<file path="config.mk">
export PLATFORM = sky130hd
export DESIGN_NAME = icache_axi3_linefill
export DESIGN_NICKNAME = d
export VERILOG_FILES = /design/src/rtl/icache_axi3_linefill.sv
export SDC_FILE = /design/constraint.sdc
export NUM_CORES = 1
export LEC_CHECK = 0
export ABC_AREA = 1
export CAP_MARGIN = 5
export CORE_UTILIZATION = 36
export DETAILED_ROUTE_END_ITERATION = 6
export GPL_TIMING_DRIVEN = 0
export PLACE_DENSITY = 0.61
export SLEW_MARGIN = 20
export SYNTH_ARGS = -nofsm -noshare
export SYNTH_HDL_FRONTEND = slang
export SYNTH_SLANG_ARGS = --single-unit
</file>
<file path="constraint.sdc">
create_clock -name ACLK -period 5.4 [get_ports ACLK]
set_input_delay 0.54 -clock ACLK [delete_from_list [all_inputs] [get_ports ACLK]]
set_output_delay 0.54 -clock ACLK [all_outputs]
set_load 0.02 [all_outputs]
</file>
<file path="src/rtl/icache_axi3_linefill.sv">
// Instruction-cache line-fill engine: one AXI3 read burst per miss,
// critical word forwarded early, full line delivered on completion.
module icache_axi3_linefill #(
   parameter int          ADDR_SIZE  = 32,
   parameter int          DATA_SIZE  = 32,
   parameter int          BLOCK_SIZE = 32,
   parameter logic [3:0]  AXI_ID     = 4'h0,
   parameter bit          WRAP       = 1'b1
) (
   input  logic                    ACLK,
   input  logic                    ARESET,
   input  logic                    req_valid,
   output logic                    req_ready,
   input  logic [ADDR_SIZE-1:0]    req_addr,
   input  logic                    flush,
   output logic [3:0]              ARID,
   output logic [ADDR_SIZE-1:0]    ARADDR,
   output logic [3:0]              ARLEN,
   output logic [2:0]              ARSIZE,
   output logic [1:0]              ARBURST,
   output logic                    ARVALID,
   input  logic                    AXI_ARREADY,
   input  logic [3:0]              AXI_RID,
   input  logic [DATA_SIZE-1:0]    AXI_RDATA,
   input  logic [1:0]              AXI_RRESP,
   input  logic                    AXI_RLAST,
   input  logic                    AXI_RVALID,
   output logic                    RREADY,
   output logic                    cw_valid,
   output logic [DATA_SIZE-1:0]    cw_data,
   output logic                    line_valid,
   output logic [BLOCK_SIZE*8-1:0] line_data,
   output logic                    line_err
);

   localparam int BEATS = BLOCK_SIZE * 8 / DATA_SIZE;
   localparam int IW    = $clog2(BEATS);
   localparam int BOFF  = $clog2(DATA_SIZE / 8);

   localparam logic [ADDR_SIZE-1:0] WMASK = ADDR_SIZE'(DATA_SIZE / 8 - 1);
   localparam logic [ADDR_SIZE-1:0] LMASK = ADDR_SIZE'(BLOCK_SIZE - 1);

   localparam logic [2:0] S_IDLE  = 3'd0;
   localparam logic [2:0] S_ADDR  = 3'd1;
   localparam logic [2:0] S_DATA  = 3'd2;
   localparam logic [2:0] S_DRAIN = 3'd3;
   localparam logic [2:0] S_DONE  = 3'd4;

   logic [2:0]              state;
   logic [ADDR_SIZE-1:0]    addr_q;
   logic [IW-1:0]           cnt;
   logic [IW-1:0]           crit_idx;
   logic [IW-1:0]           widx;
   logic                    err;
   logic                    flush_pend;
   logic [BLOCK_SIZE*8-1:0] line_q;
   logic                    beat;
   logic                    last_cnt;
   logic                    fin;
   logic                    bad_last;
   logic                    unused_ok;

   assign unused_ok = AXI_RRESP[0];

   assign crit_idx = addr_q[BOFF +: IW];
   // IW-bit add wraps modulo BEATS since BEATS is a power of two
   assign widx     = WRAP ? IW'(crit_idx + cnt) : cnt;
   assign beat     = AXI_RVALID && RREADY && (AXI_RID == AXI_ID);
   assign last_cnt = (cnt == IW'(BEATS - 1));
   assign fin      = AXI_RLAST || last_cnt;
   assign bad_last = AXI_RLAST != last_cnt;

   assign req_ready  = (state == S_IDLE);
   assign ARVALID    = (state == S_ADDR);
   assign RREADY     = (state == S_DATA) || (state == S_DRAIN);
   assign ARID       = AXI_ID;
   assign ARLEN      = 4'(BEATS - 1);
   assign ARSIZE     = 3'(BOFF);
   assign ARBURST    = WRAP ? 2'b10 : 2'b01;
   assign ARADDR     = addr_q & ~(WRAP ? WMASK : LMASK);
   assign line_valid = (state == S_DONE);
   assign line_err   = (state == S_DONE) && err;
   assign line_data  = line_q;

   always_ff @(posedge ACLK) begin
      if (ARESET) begin
         state      <= S_IDLE;
         addr_q     <= '0;
         cnt        <= '0;
         err        <= 1'b0;
         flush_pend <= 1'b0;
         line_q     <= '0;
         cw_valid   <= 1'b0;
         cw_data    <= '0;
      end else begin
         cw_valid <= 1'b0;
         case (state)
            S_IDLE: begin
               if (req_valid) begin
                  addr_q     <= req_addr;
                  cnt        <= '0;
                  err        <= 1'b0;
                  flush_pend <= 1'b0;
                  state      <= S_ADDR;
               end
            end
            S_ADDR: begin
               if (flush)
                  flush_pend <= 1'b1;
               // AR stays up even when flushed; its burst must still drain
               if (AXI_ARREADY)
                  state <= (flush || flush_pend) ? S_DRAIN : S_DATA;
            end
            S_DATA: begin
               if (flush) begin
                  state <= (beat && AXI_RLAST) ? S_IDLE : S_DRAIN;
               end else if (beat) begin
                  line_q[widx*DATA_SIZE +: DATA_SIZE] <= AXI_RDATA;
                  cnt <= cnt + 1'b1;
                  if (AXI_RRESP[1] || bad_last)
                     err <= 1'b1;
                  if (widx == crit_idx) begin
                     cw_valid <= 1'b1;
                     cw_data  <= AXI_RDATA;
                  end
                  if (fin)
                     state <= S_DONE;
               end
            end
            S_DRAIN: begin
               if (beat && AXI_RLAST)
                  state <= S_IDLE;
            end
            S_DONE: begin
               err   <= 1'b0;
               state <= S_IDLE;
            end
            default: state <= S_IDLE;
         endcase
      end
   end

endmodule

</file>
### Word level (Yosys, flattened, before mapping)

Cells that the tools add are included.

* add/sub/neg operators: 3
* multipliers: 0
* divide/modulo/power cells: 0
* magnitude comparators: 0
* equality and inequality tests: 16
* shift operators: 2
* multiplexer cells: 22
* bitwise gates (word level): 3
* reductions and logical operators: 21

Operator list (number)
* bitwise mux 256 bit: 1
* variable shift 32 x 34 -> 256 bit (first input constant): 1
* variable part select 32 x 34 -> 256 bit: 1
* negator 8 -> 34 bit: 1
* two-way mux 3 bit: 9
* one-hot mux 3 bit (4 select lines): 1
* AND reduction 5 bit: 2
* != test 2 bit (second input constant): 4
* AND reduction 4 bit: 2
* two-way mux 1 bit: 7
* == test 3 x 2 -> 1 bit (second input constant): 2
* == test 3 bit (second input constant): 2
* != test 2 x 1 -> 1 bit (second input constant): 3
* != test 3 bit (second input constant): 2
* one-hot mux 3 bit (2 select lines): 1
* AND reduction 3 bit: 2
* logical AND 1 bit: 4
* logical NOT 4 bit: 1
* logical OR 1 bit: 4
* nonzero test 2 bit: 2
* OR reduction 4 bit: 1
* adder 3 x 1 -> 3 bit (second input constant): 1
* adder 3 bit: 1
* == test 3 x 1 -> 1 bit (second input constant): 1
* other kinds (9): 11

* flip-flop bits (word level): 329
* bits in latches: 0
* memory bits (writable): 0
* bits in read-only memories: 0
* logic and storage cells: 75
* memories kept: 0

### Longest topological paths before layout

* word-level depth: 8
* depth in mapped cells: 17

### Worst setup path before layout

Ideal clock, no wire load.

* path kind: register -> register
* from: register addr_q[2]
* to: register line_q[194], in the netlist line_data[194]
* library setup time: 0.113 ns
* arrival: 2.791 ns
* required time: 5.287 ns
* path slack: 2.496 ns
* cell stages (with the launch flop): 15
* buffers on the path: 4
* clock period less this slack: 2.904 ns
* path through: dfxtp_1 > ha_1 > buf_2 > clkinv_1 > clkbuf_1 > ha_1 > ha_1 > clkbuf_1 > inv_1 > nand3_1 > nor2_1 > clkbuf_1 > nand3_1 > nand2_1 > nor2_1

* longest elaborated chain between the ends: 4
* elaborated cells on any way between the ends: 5
* classes of those cells: 2 x add/sub; 2 x shift; 1 x mux

Ends and longest elaborated chain
* start, declared: RTL line 50 `logic [ADDR_SIZE-1:0] addr_q;`
* start signal, assigned: RTL line 100 `addr_q <= req_addr;`
* adder 3 bit (*): RTL line 67 `assign widx = WRAP ? IW'(crit_idx + cnt) : cnt;`
* negator 8 -> 34 bit (*): RTL line 118 `line_q[widx*DATA_SIZE +: DATA_SIZE] <= AXI_RDATA;`
* variable part select 32 x 34 -> 256 bit / variable shift 32 x 34 -> 256 bit (equally long branches): RTL line 118
* bitwise mux 256 bit (*): RTL line 118
* end signal, assigned: RTL line 92 `line_q <= '0;`
* end signal, assigned by index: RTL line 118
* end, declared: RTL line 56 `logic [BLOCK_SIZE*8-1:0] line_q;`

Every way passes the cells marked *; elsewhere a longest branch is shown, timed or not.
A chain may end at the register's enable or synchronous reset.

### Worst setup path after layout

* from: register cnt[0]
* to: register line_q[74], in the netlist line_data[74]

* longest elaborated chain between the ends: 4
* elaborated cells on any way between the ends: 5
* classes of those cells: 2 x add/sub; 2 x shift; 1 x mux

Ends and longest elaborated chain
* start, declared: RTL line 51 `logic [IW-1:0] cnt;`
* start signal, assigned: RTL line 119 `cnt <= cnt + 1'b1;`
* adder 3 bit (*): RTL line 67
* negator 8 -> 34 bit (*): RTL line 118
* variable part select 32 x 34 -> 256 bit / variable shift 32 x 34 -> 256 bit (equally long branches): RTL line 118
* bitwise mux 256 bit (*): RTL line 118

Marks and branches as above.

==> run metrics <==
status=complete, no violations; Clk pin slew, worst setup/hold paths=0.06 ns; DR vias=15,100; CTS Sinks=327; crit-path cells=ha_1 -> buf_2 -> clkinv_1 -> clkbuf_1 -> ha_1 -> ha_1 -> clkbuf_1 -> inv_1 -> nand3_1 -> nor2_1 -> clkbuf_1 -> nand3_1 -> nand2_1 -> nor2_1; top cells by area, synth=dfxtp_1 (48%), nor2_1 (12%), nand2_1 (10%), nand3_1 (7.2%), a21oi_1 (6.1%); final setup violation count=0; Clock Skew=0.0125 ns; Final Hold Viols=0; largest area contributor in the synthesized netlist=dfxtp_1; # rows=71; starting DRC count in detailed routing=1,236; Slew headroom=35.8%; hpwl dp=43.2 mm; number of max-cap violations=0; synth warn=0; Async SR Flop Fraction=0%; final setup margin=1.38 ns; Routed WL=56.7 mm; gpl congestion=0.907; CTS buffer count=37; RSZ-0062 raised after global routing=no; count of different cell masters after synthesis=27; CP Buf/Inv Count=6; number of synthesized register bits=327; initial antenna violation count=0; Worst VDD drop=0.187 mV; CP top delay family=buffers and inverters; worst path required time=5.83 ns; Synth top area share=47.5%; cell area after synthesis=0.0138 mm^2; average size of a mapped cell=6.88 um^2; area delta synth->final=43.0%; TritonCTS clock tree=built; total die area=0.0390 mm^2; DIE HEIGHT=198 um; post-layout util=52.3%; crit path kind=reg -> reg; Die Wd=198 um; H-tree depth=2; pre-CTS worst setup slack=1.43 ns; GRT overflow=0; # diodes=0; startpoint type of the worst setup path=flop; starting density of the core=36.6%; Global Route Usage Sum=28.4%; register area share after synthesis=47.5%; Post-Route Setup TNS=0 ns; Vias/cell=5.05; Pleak=0.00753 uW; Tcrit/Tclk final=74.5%; # IOs=416; core area=0.0377 mm^2; PD cells=357 mW/mm^2; Syn Inst Count=2,000; crit-path max FO=10; clock root cell=clkbuf_16; worst slew pin tran=0.963 ns; cts hold-fix bufs=0; DR pass1 iterations=6; largest net degree at the start of global routing=14; Post-synth EDFFs=0; # DRC=0; data arrival time of the critical path=4.45 ns; post-CTS setup buffer count=0; first-pass GRT wire length=83.7 mm; vias in the first global route=14,200; Tmin final=4.02 ns; routed len/inst=19.0 um; crit end category=flop; slowest cell delay on critical path=0.69 ns; fmax=249 MHz; critical path's slowest cell=nor2_1; clock buffer depth=3; Main synth FF type=dfxtp_1; clk_lat worst skew=0.53 ns; post-CTS sizing=0; Hold Path Class=reg -> reg; share of layout cells above drive strength 1=5.46%; Slew Limit Fails=0; Nets=2,533; IO buf count=396; Final ANT Viol Nets=0
## worst register-to-register path: stages, from the launching register on
cell and delay [ns]:
dfxtp_1 0.34, ha_1 0.28, buf_2 0.30, clkinv_1 0.32, clkbuf_1 0.32, ha_1 0.28, ha_1 0.17, clkbuf_1 0.21
inv_1 0.19, nand3_1 0.14, nor2_1 0.69, clkbuf_1 0.40, nand3_1 0.15, nand2_1 0.10, nor2_1 0.04
## per-stage QoR
step                hold slack (ns)  cell area (um^2)  total power [uW]  cells
floorplan                     0.427             13800              3680   2013
global placement              0.432             18400              4370   2920
detailed placement            0.437             18400              4390   2920
CTS                           0.446             19700              7040   2985
global route                  0.465             19700              7340   2985
finish                        0.444             19700              7030   2985
## layout by cell type (no fill, tap or decap), drive strengths merged
cell type      Yosys  routed
a21oi            169     169
nor2             433     433
inv              114     115
clkinvlp           0       2
bufinv             0       4
a21boi             1       1
nand2            373     373
o21ai            128     128
ha                 7       7
nand4              2       2
clkbuf            99     147
clkinv             2      12
nand3            198     198
clkdlybuf4s50      0     396
fa                 1       1
buf               73      73
nand3b             1       1
dfxtp            327     327
conb               2      15
nor3b              1       1
nor3              69      69
## sequential cells by signal (all words and copies together), names as in the netlist
name        cells
line_data     256
cw_data        32
addr_q         30
cnt             3
state           3
cw_valid        1
err             1
flush_pend      1
## cells by family after synthesis
group | Yosys count | share of synthesized area (%)
flip-flops | 327 | 47.5
AO/OA/AOI/OAI | 298 | 10.8
adder cells (fa/ha/maj) | 8 | 0.781
buffers and inverters | 288 | 8.64
AND/OR/NAND/NOR | 1077 | 32.1
other | 2 | 0.0545
## routing by layer
layer / share of wire [%] / vias up / global-route usage, %
li1: - / 7260 / -
met1: 43 / 7060 / 37.2
met2: 45 / 648 / 45.9
met3: 8.4 / 113 / 6.03
met4: 3.3 / 0 / 10.2
met5: 0 / - / 0
## synth_stat cells, types with 2 or more instances
cell type	instances
nor2_2	6
buf_1	16
ha_1	7
o21ai_0	101
nand4_1	2
nand3_1	197
inv_2	5
buf_2	42
a21oi_1	169
conb_1	2
nor2_1	426
nand2_1	372
clkbuf_1	99
o21ai_1	27
inv_1	109
buf_4	15
clkinv_1	2
dfxtp_1	327
nor3_1	68
## cell type report
cell class              instances  area (um^2)
repair buffers                396         3960
clock buffers                  48         1080
well taps                     511          639
fillers                      3768        18000
flip-flops and latches        327         6550
inverters                     116          435
plain buffers                 172          754
multi-input cells            1398         6080
clock inverters                17          194
## final timing paths
check                   start             to  slack, ns  cells after the start
setup reg to reg       cnt[0]  line_data[74]       1.38                     14
setup / recovery       cnt[0]  line_data[74]       1.38                     14
hold reg to reg   cw_data[20]    cw_data[20]       0.44                      2
hold / removal    cw_data[20]    cw_data[20]       0.44                      2
## where the power goes
group / switching, uW / internal [uW]
Clock: 1060 / 1600
Sequential: 43.2 / 2490
Combinational: 1380 / 465
(Power assumes the default switching activity.)
